==> src/rtl/max7219.sv <==
// Write-only serial master for a MAX7219 LED driver: one 16-bit register
// write per strobe, shifted MSB-first and latched with a LOAD pulse.
module max7219 #(
    parameter int CLK_HALF_CYCLES = 1
) (
    input  logic       i_clk,
    input  logic       i_reset,
    input  logic       i_stb,
    output logic       o_busy,
    output logic       o_ack,
    input  logic [3:0] i_addr,
    input  logic [7:0] i_data,
    input  logic       i_serial_din,
    output logic       o_serial_dout,
    output logic       o_serial_load,
    output logic       o_serial_clk
);

    localparam int CW = $clog2(2 * CLK_HALF_CYCLES + 1);
    localparam logic [CW-1:0] HALF_LAST = CW'(CLK_HALF_CYCLES - 1);
    localparam logic [CW-1:0] LOAD_LAST = CW'(2 * CLK_HALF_CYCLES - 1);

    typedef enum logic [1:0] {
        IDLE,
        SHIFT,
        LOAD,
        DONE
    } state_t;

    state_t        state;
    state_t        state_nxt;
    logic [15:0]   frame;
    logic [3:0]    bit_cnt;
    logic [CW-1:0] tick;
    logic          phase;
    logic          half_end;
    logic          load_end;
    logic          last_bit;
    logic          unused_din;

    // The chip's daisy-chain return is not needed by a single-chip master.
    assign unused_din = i_serial_din;

    assign half_end = (tick == HALF_LAST);
    assign load_end = (tick == LOAD_LAST);
    assign last_bit = (bit_cnt == 4'd15);

    always_ff @(posedge i_clk or posedge i_reset) begin
        if (i_reset) begin
            state <= IDLE;
        end else begin
            state <= state_nxt;
        end
    end

    always_comb begin
        state_nxt = state;
        unique case (state)
            IDLE: begin
                if (i_stb) begin
                    state_nxt = SHIFT;
                end
            end
            SHIFT: begin
                if (half_end && phase && last_bit) begin
                    state_nxt = LOAD;
                end
            end
            LOAD: begin
                if (load_end) begin
                    state_nxt = DONE;
                end
            end
            DONE: begin
                state_nxt = IDLE;
            end
            default: begin
                state_nxt = IDLE;
            end
        endcase
    end

    // phase=0 is the low half of a bit cell, phase=1 the high half; the
    // frame advances only as the high half ends, so DIN never moves on a rise.
    always_ff @(posedge i_clk or posedge i_reset) begin
        if (i_reset) begin
            frame   <= '0;
            bit_cnt <= '0;
            tick    <= '0;
            phase   <= 1'b0;
        end else begin
            unique case (state)
                IDLE: begin
                    tick  <= '0;
                    phase <= 1'b0;
                    if (i_stb) begin
                        frame   <= {4'b0000, i_addr, i_data};
                        bit_cnt <= '0;
                    end
                end
                SHIFT: begin
                    if (half_end) begin
                        tick  <= '0;
                        phase <= ~phase;
                        if (phase) begin
                            frame   <= {frame[14:0], 1'b0};
                            bit_cnt <= bit_cnt + 4'd1;
                        end
                    end else begin
                        tick <= tick + 1'b1;
                    end
                end
                LOAD: begin
                    phase <= 1'b0;
                    if (load_end) begin
                        tick <= '0;
                    end else begin
                        tick <= tick + 1'b1;
                    end
                end
                default: begin
                    tick  <= '0;
                    phase <= 1'b0;
                end
            endcase
        end
    end

    always_comb begin
        o_busy        = 1'b0;
        o_ack         = 1'b0;
        o_serial_dout = 1'b0;
        o_serial_clk  = 1'b0;
        o_serial_load = 1'b0;
        unique case (state)
            SHIFT: begin
                o_busy        = 1'b1;
                o_serial_dout = frame[15];
                o_serial_clk  = phase;
            end
            LOAD: begin
                o_busy        = 1'b1;
                o_serial_load = 1'b1;
            end
            DONE: begin
                o_ack = 1'b1;
            end
            default: begin
                o_busy = 1'b0;
            end
        endcase
    end

endmodule

==> config.mk <==
export PLATFORM = sky130hd
export DESIGN_NAME = max7219
export DESIGN_NICKNAME = d
export VERILOG_FILES = /design/src/rtl/max7219.sv
export SDC_FILE = /design/constraint.sdc
export NUM_CORES = 1
export LEC_CHECK = 0
export CAP_MARGIN = 10
export CELL_PAD_IN_SITES_DETAIL_PLACEMENT = 0
export CELL_PAD_IN_SITES_GLOBAL_PLACEMENT = 1
export CORE_MARGIN = 5
export CORE_UTILIZATION = 38
export DETAILED_ROUTE_END_ITERATION = 10
export PLACE_DENSITY = 0.71
export SETUP_SLACK_MARGIN = 0.2
export SLEW_MARGIN = 20
export SYNTH_ARGS = -nofsm -noshare
export SYNTH_HDL_FRONTEND = slang
export SYNTH_SLANG_ARGS = --single-unit
==> constraint.sdc <==
create_clock -name i_clk -period 1.7 [get_ports i_clk]
set_clock_uncertainty 0.2 [all_clocks]
set_input_delay 0.17 -clock i_clk [delete_from_list [all_inputs] [get_ports i_clk]]
set_output_delay 0.17 -clock i_clk [all_outputs]
set_load 0.005 [all_outputs]
==> run_results.csv <==
group,metric,value,unit
status,status,"complete, but fails checks",
status,violations,"negative setup slack",
grt,antenna_found_initial,0,
grt,grt.total_usage,13.9,%
sta,relSlewSlack,78.6,%
layout,nNetsFinal,189,
grt,gr-total-overflow,0,
placement,dp_hpwl,2.06,mm
sta,slew_viol_final,0,
min_path,min_delay_path_depth,2,
layout,final_area,2200,sq um
sta,period_share,114,%
layout,area_delta_synth_final,61.6,%
min_path,hp-class,"in2reg",
critical_path,required,1720,ps
power_and_ir_drop,p_total,4.09,mW
yosys,syn_avg_cell_area,13.1,sq um
critical_path,worst-setup-path-type,"reg2reg",
yosys,syn_nets,129,
drt,wl_per_cell,16.1,um
critical_path,cp-end-kind,"flop",
critical_path,critPathLaunchType,"flop",
grt,grt_pass1_wl,5.53,mm
drt,wl,3.37,mm
critical_path,slowest_stage,"dfrtp_2",
min_path,worstHoldStart,"i_data[0]",
placement,dpl_cell_area,1820,sq um
yosys,async_reset_ff_share,100,%
critical_path,reg2reg_depth,7,
floorplan,core,3390,sq um
cts,cts_tree,"done",
critical_path,regToRegStartpoint,"state[1]",
drt,ant_nets,0,
floorplan,die_y,69.8,um
yosys,ys.flop_type,"dfrtp_1",
yosys,synth_edf_count,0,
cts,root_buffer,"clkbuf_4",
sta,worstMarginPinSlew,321,ps
cts,numCtsBuffers,3,
drt,first_iter_violations,37,
critical_path,timing.rr.end,"frame[1]",
floorplan,fp.dieW,69.8,um
power_and_ir_drop,leakagePower,0.969,nW
floorplan,die-area,4870,sq um
sta,grt_setup_unrepaired,"true",
sta,fin_crit,1930,ps
sta,fin_setup_tns,-3970,ps
yosys,synthCells,104,
cts,path_clk_slew,150,ps
sta,hold_ws,276,ps
drt,dr.pass1.iters,4,
yosys,seq_area_frac_synth,46.0,%
floorplan,start_util,40.1,%
yosys,synth_cell_types,32,
job,drv_cap,0,
sta,final-hold-violation-count,0,
placement,gp_congestion,0.760,
critical_path,r2r_setup_slack,-230,ps
drt,drcViolationCount,0,
layout,drive_above_1_share,59.5,%
sta,setup_viol,26,
critical_path,crit_path_cell_trace,"inv_2 > ha_4 > buf_8 > nand3_4 > a21oi_4 > clkbuf_16 > mux2_4",
power_and_ir_drop,ir_worst_vdd,0.829,mV
placement,portBuffers,19,
drt,vias_per_cell,4.95,
layout,diodes,0,
cts,clockBufferDepth,2,
min_path,hold_end,"frame[0]",
power_and_ir_drop,power.density,1860,nW/um^2
grt,grt_max_degree,26,
sta,setup_ws,-234,ps
yosys,yosys_warnings,0,
critical_path,cp.arrival,1960,ps
yosys,synth_area,1360,sq um
yosys,ys_ff_latch,25,
drt,num_vias,1035,
floorplan,num_rows,21,
critical_path,max_stage_delay,450,ps
grt,grt_pass1_vias,1116,
cts,clock-sinks,25,
cts,clk_latency,320,ps
sta,max_freq,517,MHz
cts,htree_levels,1,
critical_path,critPathMaxFanout,7,
floorplan,ios,21,
[through the flow]
stage / util [%] / cells / setup slack, ps
after global routing: 64.8 / 209 / -288
after CTS: 62.1 / 204 / -218
final: 64.8 / 209 / -234
after detailed placement: 53.6 / 187 / -258
after floorplan: - / 104 / -123
after global placement: 53.6 / 187 / -242
[final cells by class]
cell class | instances | area [sq um]
Multi-Input combinational cell | 70 | 866
Clock buffer | 3 | 22.5
Tap cell | 46 | 57.6
Sequential cell | 25 | 628
Clock inverter | 1 | 7.51
Timing Repair Buffer | 58 | 592
Inverter | 6 | 22.5
Fill cell | 260 | 1190
[critical path: cells and delay by family, from the launching register on]
family,cells,cell delay (ps)
multiplexers,1,300
AO/OA/AOI/OAI,1,230
buffers and inverters,3,420
flip-flops,1,450
adder cells (fa/ha/maj),1,140
AND/OR/NAND/NOR,1,90
[registers in the layout, summed over array words and instances, names as in the netlist]
register  flops
state         2
tick          2
bit_cnt       4
frame        16
phase         1
[worst max-delay path by stage]
stage               startpoint    endpoint  slack [ps]  depth (start not counted)
global placement      state[0]  bit_cnt[3]        -240                          5
global route          state[1]    frame[1]        -290                          7
CTS                   state[1]    state[1]        -220                          6
finish                state[1]    frame[1]        -230                          7
detailed placement    state[0]    frame[3]        -260                          6
floorplan             state[0]   frame[10]        -120                          6
[cell usage after synthesis (2+ instances only)]
master,instances,area share (%)
a22o_1,5,3.2
a22oi_1,2,1.1
buf_6,2,1.7
dfrtp_1,25,46
ha_1,9,8.3
inv_1,6,1.7
mux2_2,23,19
nand2b_1,2,0.92
nand3_1,2,0.74
nor2_1,3,0.83
nor2b_1,4,1.8
[what timing repair did]
item / CTS / global route
pin swaps: 12 / 9
hold buffers: 1 / 0
cloned: 1 / 1
gates resized for setup: 53 / 8
endpoints found under the setup margin: 28 / 29
setup buffers: 11 / 4
endpoints found under the hold margin: 25 / 0
[layer usage]
layer	global-route usage (%)	part of all wire, %
met4	2.55	0.80
met2	25.9	54
met1	16.5	43
met5	0	0
met3	2.90	2.5
[cells by family (layout without fill, tap and decap cells)]
group	count (synthesis)	in the layout	share of synthesized area, %
xor gates and xnor gates	1	1	0.645
DFF	25	25	46.0
AOI/OAI and AO/OA	17	17	11.7
adders and majority gates	9	9	8.29
muxes	26	26	21.7
and+or+nand+nor	17	17	7.74
buffers and inverters	9	68	3.87
[cell usage in the layout (no fill, tap or decap), types with 2 or more instances in the layout]
| master | n |
|---|---|
| dfrtp_1 | 23 |
| buf_4 | 23 |
| clkdlybuf4s50_1 | 14 |
| mux2_2 | 13 |
| mux2_4 | 12 |
| buf_6 | 10 |
| a22o_1 | 5 |
| ha_1 | 5 |
| inv_1 | 4 |
| ha_4 | 4 |
| clkbuf_4 | 3 |
| buf_8 | 3 |
| inv_2 | 2 |
| nor2_1 | 2 |
| a22oi_2 | 2 |
| nor2b_1 | 2 |
| buf_12 | 2 |
| dfrtp_2 | 2 |
[report_power, final]
group,internal (mW),switching (mW)
Sequential,0.837,0.159
Combinational,1.79,1.02
Clock,0.0897,0.192
Note: power is estimated with default switching activity, not from simulation.
